--- src/rtl/argmax_scan_selector.sv ---
// Serial argmax over a captured snapshot of N_CLASSES scores, one channel per clock.
// Define ARGMAX_RUNNER_UP_EN to add runner-up index and confidence-margin outputs.
module argmax_scan_selector #(
  parameter int N_CLASSES = 10,
  parameter int SCORE_W   = 26,
  parameter int SIGNED    = 0,
  localparam int IDX_W    = $clog2(N_CLASSES)
) (
  input  logic                           clk,
  input  logic                           rst,
  input  logic                           in_valid,
  output logic                           in_ready,
  input  logic [N_CLASSES*SCORE_W-1:0]   scores,
  output logic                           out_valid,
  input  logic                           out_ready,
  output logic [IDX_W-1:0]               img_num,
  output logic [SCORE_W-1:0]             max_score
`ifdef ARGMAX_RUNNER_UP_EN
  ,
  output logic [IDX_W-1:0]               second_num,
  output logic [SCORE_W:0]               margin
`endif
);

  localparam logic [1:0] IDLE = 2'd0;
  localparam logic [1:0] SCAN = 2'd1;
  localparam logic [1:0] DONE = 2'd2;

  logic [1:0]         state;
  logic [1:0]         state_nxt;
  logic [SCORE_W-1:0] snap [N_CLASSES];
  logic [IDX_W-1:0]   ptr_p0;
  logic [IDX_W-1:0]   best_idx_p0;
  logic [SCORE_W-1:0] best_val_p0;
  logic [IDX_W-1:0]   nxt_best_idx;
  logic [SCORE_W-1:0] nxt_best_val;
  logic [SCORE_W-1:0] ch;
  logic               accept;
  logic               last;

  function automatic logic gt(input logic [SCORE_W-1:0] a, input logic [SCORE_W-1:0] b);
    logic signed [SCORE_W-1:0] sa;
    logic signed [SCORE_W-1:0] sb;
    sa = a;
    sb = b;
    if (SIGNED != 0) gt = (sa > sb);
    else             gt = (a > b);
  endfunction

  assign ch     = snap[ptr_p0];
  assign accept = in_valid & in_ready;
  assign last   = (state == SCAN) && (ptr_p0 == IDX_W'(N_CLASSES - 1));

  always_comb begin
    state_nxt = state;
    case (state)
      IDLE:    if (accept) state_nxt = SCAN;
      SCAN:    if (last) state_nxt = DONE;
      DONE:    if (out_valid & out_ready) state_nxt = IDLE;
      default: state_nxt = IDLE;
    endcase
  end

  // Handshake flags are registered from the next state so they are glitch-free outputs.
  always_ff @(posedge clk) begin
    if (!rst) begin
      state     <= IDLE;
      in_ready  <= 1'b0;
      out_valid <= 1'b0;
    end else begin
      state     <= state_nxt;
      in_ready  <= (state_nxt == IDLE);
      out_valid <= (state_nxt == DONE);
    end
  end

`ifdef ARGMAX_RUNNER_UP_EN
  logic [IDX_W-1:0]   sec_idx_p0;
  logic [SCORE_W-1:0] sec_val_p0;
  logic               sec_vld_p0;
  logic [IDX_W-1:0]   nxt_sec_idx;
  logic [SCORE_W-1:0] nxt_sec_val;
  logic               nxt_sec_vld;

  function automatic logic [SCORE_W:0] diff_ext(input logic [SCORE_W-1:0] a,
                                                input logic [SCORE_W-1:0] b);
    logic signed [SCORE_W:0] ea;
    logic signed [SCORE_W:0] eb;
    ea = {(SIGNED != 0) ? a[SCORE_W-1] : 1'b0, a};
    eb = {(SIGNED != 0) ? b[SCORE_W-1] : 1'b0, b};
    diff_ext = ea - eb;
  endfunction

  // A displaced best becomes the runner-up; equal scores fall through to the runner-up slot.
  always_comb begin
    nxt_best_idx = best_idx_p0;
    nxt_best_val = best_val_p0;
    nxt_sec_idx  = sec_idx_p0;
    nxt_sec_val  = sec_val_p0;
    nxt_sec_vld  = sec_vld_p0;
    if (gt(ch, best_val_p0)) begin
      nxt_sec_idx  = best_idx_p0;
      nxt_sec_val  = best_val_p0;
      nxt_sec_vld  = 1'b1;
      nxt_best_idx = ptr_p0;
      nxt_best_val = ch;
    end else if (!sec_vld_p0 || gt(ch, sec_val_p0)) begin
      nxt_sec_idx  = ptr_p0;
      nxt_sec_val  = ch;
      nxt_sec_vld  = 1'b1;
    end
  end

  always_ff @(posedge clk) begin
    if (accept) begin
      sec_vld_p0 <= 1'b0;
    end else if (state == SCAN) begin
      sec_idx_p0 <= nxt_sec_idx;
      sec_val_p0 <= nxt_sec_val;
      sec_vld_p0 <= nxt_sec_vld;
    end
  end

  always_ff @(posedge clk) begin
    if (!rst) begin
      second_num <= '0;
      margin     <= '0;
    end else if (last) begin
      second_num <= nxt_sec_idx;
      margin     <= diff_ext(nxt_best_val, nxt_sec_val);
    end
  end
`else
  always_comb begin
    nxt_best_idx = best_idx_p0;
    nxt_best_val = best_val_p0;
    if (gt(ch, best_val_p0)) begin
      nxt_best_idx = ptr_p0;
      nxt_best_val = ch;
    end
  end
`endif

  // ---- scan stage: snapshot capture and running best ----
  always_ff @(posedge clk) begin
    if (accept) begin
      for (int i = 0; i < N_CLASSES; i++) begin
        snap[i] <= scores[i*SCORE_W +: SCORE_W];
      end
      best_idx_p0 <= '0;
      best_val_p0 <= scores[SCORE_W-1:0];
      ptr_p0      <= IDX_W'(1);
    end else if (state == SCAN) begin
      best_idx_p0 <= nxt_best_idx;
      best_val_p0 <= nxt_best_val;
      ptr_p0      <= ptr_p0 + 1'b1;
    end
  end

  // ---- result stage: outputs change only on DONE entry or reset ----
  always_ff @(posedge clk) begin
    if (!rst) begin
      img_num   <= '0;
      max_score <= '0;
    end else if (last) begin
      img_num   <= nxt_best_idx;
      max_score <= nxt_best_val;
    end
  end

endmodule
--- config.mk ---
export PLATFORM = sky130hd
export DESIGN_NAME = argmax_scan_selector
export DESIGN_NICKNAME = d
export VERILOG_FILES = /design/src/rtl/argmax_scan_selector.sv
export SDC_FILE = /design/constraint.sdc
export NUM_CORES = 1
export LEC_CHECK = 0
export ABC_AREA = 1
export CAP_MARGIN = 20
export CORE_MARGIN = 10
export CORE_UTILIZATION = 50
export DETAILED_ROUTE_END_ITERATION = 8
export HOLD_SLACK_MARGIN = 0.15
export PLACE_DENSITY = 0.83
export SYNTH_ARGS = -nofsm -noshare
export SYNTH_HDL_FRONTEND = slang
export SYNTH_SLANG_ARGS = --single-unit
--- constraint.sdc ---
create_clock -name clk -period 26.5 [get_ports clk]
set_input_delay 5.3 -clock clk [delete_from_list [all_inputs] [get_ports clk]]
set_output_delay 5.3 -clock clk [all_outputs]
set_load 0.005 [all_outputs]
==> results by stage <==
Status:
- The run finished with clean final reports.

Setup path:
- The critical setup path kind is input port to flop.
- Counting buffers and inverters, the worst setup path is 6 cells deep.
- The highest fanout seen on the critical path is 144.
- The largest individual stage delay along the critical path comes from the cell sky130_fd_sc_hd__buf_4.
- Walking the worst path, the cells encountered are clkdlybuf4s50_1, nand2_1, buf_4, inv_8, buf_4, buf_4.
- STA classifies the critical path endpoint as a flop.
- In this design, the largest share of critical-path delay is due to buffers and inverters.
- The worst path required time is 26.64 ns.
- The critical path contains buffers and inverters numbering 5 combined.
- The largest stage delay on the critical path is 0.91 ns.
- The worst register-to-register path has a depth of 17.
- The cell that appears most often on the critical path is sky130_fd_sc_hd__buf_4.
- The data arrival time of the worst path is 8.50 ns.
- The worst setup path is launched from an input port.

Floorplanning:
- The die span in y is 191 µm.
- The floorplan has 62 rows.
- The I/O pin count is 296.
- The floorplan step defined a die boundary enclosing 36600 µm².
- Once the floorplan was initialized, standard cells occupied 50.8% of the core.
- The core outline area is 28900 µm².
- Measured along the x axis, the die boundary spans 191 µm.

Timing:
- Measured against its own limit, the worst slew margin works out to 28.0%.
- The number of max-slew violations in the final report came to 0.
- Setup violations remaining at the end of the flow were counted as 0.
- The setup TNS is 0 ns.
- The clock arrives with 0.0164 ns of skew.
- Setup repair after global routing left no endpoint under its margin.
- The peak clock frequency supported by timing is 0.120 GHz.
- For the pin with the worst max-slew slack, the measured transition is 1.08 ns.
- The number of hold-slack violations in the final timing report is 0.
- The worst path in the final design needs a cycle of 8.36 ns, including I/O delays and setup.
- The smallest hold slack is 0.502 ns.
- The fraction of the cycle the final worst path needs is 31.6%.

Route:
- In the detailed route, the total length drawn on met3 is 3970 µm.
- The iteration count of the initial detailed-routing pass is 6.
- The via count of the routed design is 11100.
- The uppermost layer routed is met5.
- For this run, design rule violations remaining after detail routing come to 0.
- The wire length on met1 is 15300 µm.
- For this block, the routed nets add up to 41400 µm of wire.
- In this run, the number of DRC markers left after iteration 0 of detailed routing was 985.
- The mean routed wirelength per cell is 19.9 µm.
- After detailed routing, the number of vias per cell comes to 5.34.
- Wire segments on met2 add up to 20400 µm in the final route.
- The final antenna-violating net count is 0.

Synth:
- The synthesized design devotes to its leading area cell type 58.6% of total area.
- The number of synthesized register bits is 332.
- The instance count of the mapped netlist is 1401.
- The number of different library cells used by synthesis comes to 29.
- The number of nets handed over by synthesis was 1693.
- The share of synthesized area occupied by flip-flops and latches is 64.8%.
- The largest area contributor in the netlist is sky130_fd_sc_hd__edfxtp_1.
- After synthesis the cells add up to 14700 µm².
- The count of yosys warnings during synthesis is 0.
- The mean cell area of the mapped netlist is 10.5 µm².
- By area the synthesized netlist is led by sky130_fd_sc_hd__edfxtp_1 (59%), sky130_fd_sc_hd__nand2_1 (8.4%), sky130_fd_sc_hd__dfxtp_1 (6.3%), sky130_fd_sc_hd__inv_1 (5.4%), sky130_fd_sc_hd__nand3_1 (5.2%).

GRT:
- Across every metal layer, demand over resource in global routing totals 22.2%.
- Entering global routing, the biggest net connects 145 pins.
- The via count of the first global-routing pass came to 11100.
- The initial antenna violation count is 7.
- The global-route congestion overflow total is 0.
- The first-pass GRT wire length is 62300 µm.

Layout:
- The synthesis-to-finish area growth is 29.2%.
- After the last flow step, the layout net total stands at 1961.
- In the final layout, the share of cells above drive strength 1 is 4.60%.

Clock network:
- Clock tree synthesis found a total of 332 sinks.
- TritonCTS built the clock tree.
- After clock tree synthesis, the clock-pin slew on the worst setup and hold paths is 0.06 ns.
- Hold repair after CTS inserted 0 buffers.
- In this run the deepest clock path goes through 3 buffers.
- The later-pin clock latency in the skew report is 0.52 ns.
- Post-CTS timing repair inserted 0 buffers for setup.
- The clock tree synthesis step divided the H-tree into 2 levels.
- The number of gates resized after CTS was 0.
- The number of CTS-inserted buffers is 36.
- The root buffer cell chosen for the clock tree is sky130_fd_sc_hd__clkbuf_16.

Power:
- The power per cell area is 97.4 nW/µm².
- The combinational power share is 35.5%.
- The proportion of total power due to net switching is 37.2%.
- The portion of total power attributed to the clock network is 26.9%.
- The maximum vdd ir drop is 0.0000911 V.
- Sequential cells burn 37.6% of the power.
- Summing internal, switching and leakage power gives 1850 µW.
- For this design the static power due to leakage is 0.00771 µW.
- The switching power of the nets is 686 µW.
- The internal portion of the total power is 1160 µW.

Placed design:
- At the end of routability-driven placement, the weighted congestion stood at 0.843.
- The number of port buffers is 295.
- Once detailed placement completed, the half-perimeter wirelength came to 29100 µm.

Run:
- The number of max-cap violations is 0.

Hold path:
- The number of stages on the worst hold path is 1.
- The path class of the tightest hold or removal check is flop to flop.
-- stage by stage --
| stage | area [µm²] | util, % | setup slack [ns] | cells |
|---|---|---|---|---|
| 2_1_floorplan | 14700 | - | 12.87 | 1401 |
| 3_3_place_gp | 17700 | 61.5 | 17.56 | 2014 |
| 3_5_place_dp | 17800 | 61.6 | 17.56 | 2015 |
| 4_1_cts | 18900 | 65.6 | 18.11 | 2079 |
| 5_1_grt | 19000 | 65.7 | 17.89 | 2083 |
| 6_report | 19000 | 65.7 | 18.14 | 2083 |
-- state kept, by name, summed over array words and instances, names as in the netlist, named ones only --
name / cells
snap: 260
ptr_p0: 4
state: 2
in_ready: 1
out_valid: 1
max_score: 26
img_num: 4
best_idx_p0: 4
best_val_p0: 26
-- kinds of logic (layout without fill, tap and decap cells) --
group	Yosys count	in the layout	share of synthesized area (%)
adder cells (fa/ha/maj)	28	28	2.39
AND/OR/NAND/NOR	567	567	16.3
other	0	4	0
AO/OA/AOI/OAI	185	185	8.01
buffers and inverters	289	583	8.46
flip-flops	332	332	64.8
-- synthesized netlist by cell type, drive strengths merged --
cell    number
clkinv       3
nand2      330
nor4         1
o21ai       42
buf         46
a31oi        1
ha          28
o211ai      96
a21o         1
inv        212
clkbuf      28
nand4        1
nand3      154
a21oi       44
o311a        1
edfxtp     286
nor3         3
dfxtp       46
nor2        78
-- final timing paths --
kind,start,endpoint,slack (ns)
max,in_valid,snap[5][18],18.14
min,state[1],state[0],0.50
max reg2reg,flop,best_val_p0[3],21.21
min reg2reg,state[1],state[0],0.50
-- worst reg2reg max path, cell delays in order, from the launching register on --
cell and delay [ns]:
sky130_fd_sc_hd__dfxtp_4 1.01, sky130_fd_sc_hd__clkinv_1 1.02, sky130_fd_sc_hd__o211ai_1 0.37, sky130_fd_sc_hd__nand3_1 0.18
sky130_fd_sc_hd__nand3_1 0.19, sky130_fd_sc_hd__nand2_1 0.17, sky130_fd_sc_hd__ha_1 0.30, sky130_fd_sc_hd__nand2_1 0.10
sky130_fd_sc_hd__inv_1 0.05, sky130_fd_sc_hd__a21oi_1 0.23, sky130_fd_sc_hd__nand3_1 0.11, sky130_fd_sc_hd__nand2_1 0.14
sky130_fd_sc_hd__nand3_4 0.40, sky130_fd_sc_hd__nand2_4 0.51, sky130_fd_sc_hd__nand2_1 0.16, sky130_fd_sc_hd__nand2_1 0.12
sky130_fd_sc_hd__nand2_1 0.06, sky130_fd_sc_hd__nand2_1 0.06
-- per-layer routing --
| metal | vias up | track usage (%) |
|---|---|---|
| met5 | - | 0 |
| met4 | 6 | 9.65 |
| met3 | 96 | 5.85 |
| met2 | 511 | 37.8 |
| met1 | 5227 | 26.1 |
| li1 | 5275 | - |
-- cell usage in the layout (no fill, tap or decap), drive strengths merged, types with 39 or more instances in the layout --
| cell type | netlist | routed |
|---|---|---|
| clkbuf | 28 | 39 |
| o21ai | 42 | 42 |
| dfxtp | 46 | 46 |
| inv | 212 | 214 |
| nand2 | 330 | 330 |
| edfxtp | 286 | 286 |
| nor2 | 78 | 78 |
| nand3 | 154 | 154 |
| o211ai | 96 | 96 |
| clkdlybuf4s50 | 0 | 295 |
| a21oi | 44 | 44 |
-- cell type report --
type	instances	area, µm²
tap	384	480
fill	2126	9900
multi-input combinational	780	3920
clock buffer	39	933
sequential	332	9520
inverter	215	815
antenna	4	10.0
clock inverter	25	238
timing repair buffer	304	3040
-- power by group through the flow --
stage	clock network, µW	logic [µW]	registers, µW
after global placement	0	612	701
final	497	654	694
after CTS	505	650	693
after global routing	528	741	701
after detailed placement	0	642	704
after floorplan	0	520	676
Note: power is estimated with default switching activity, not from simulation.
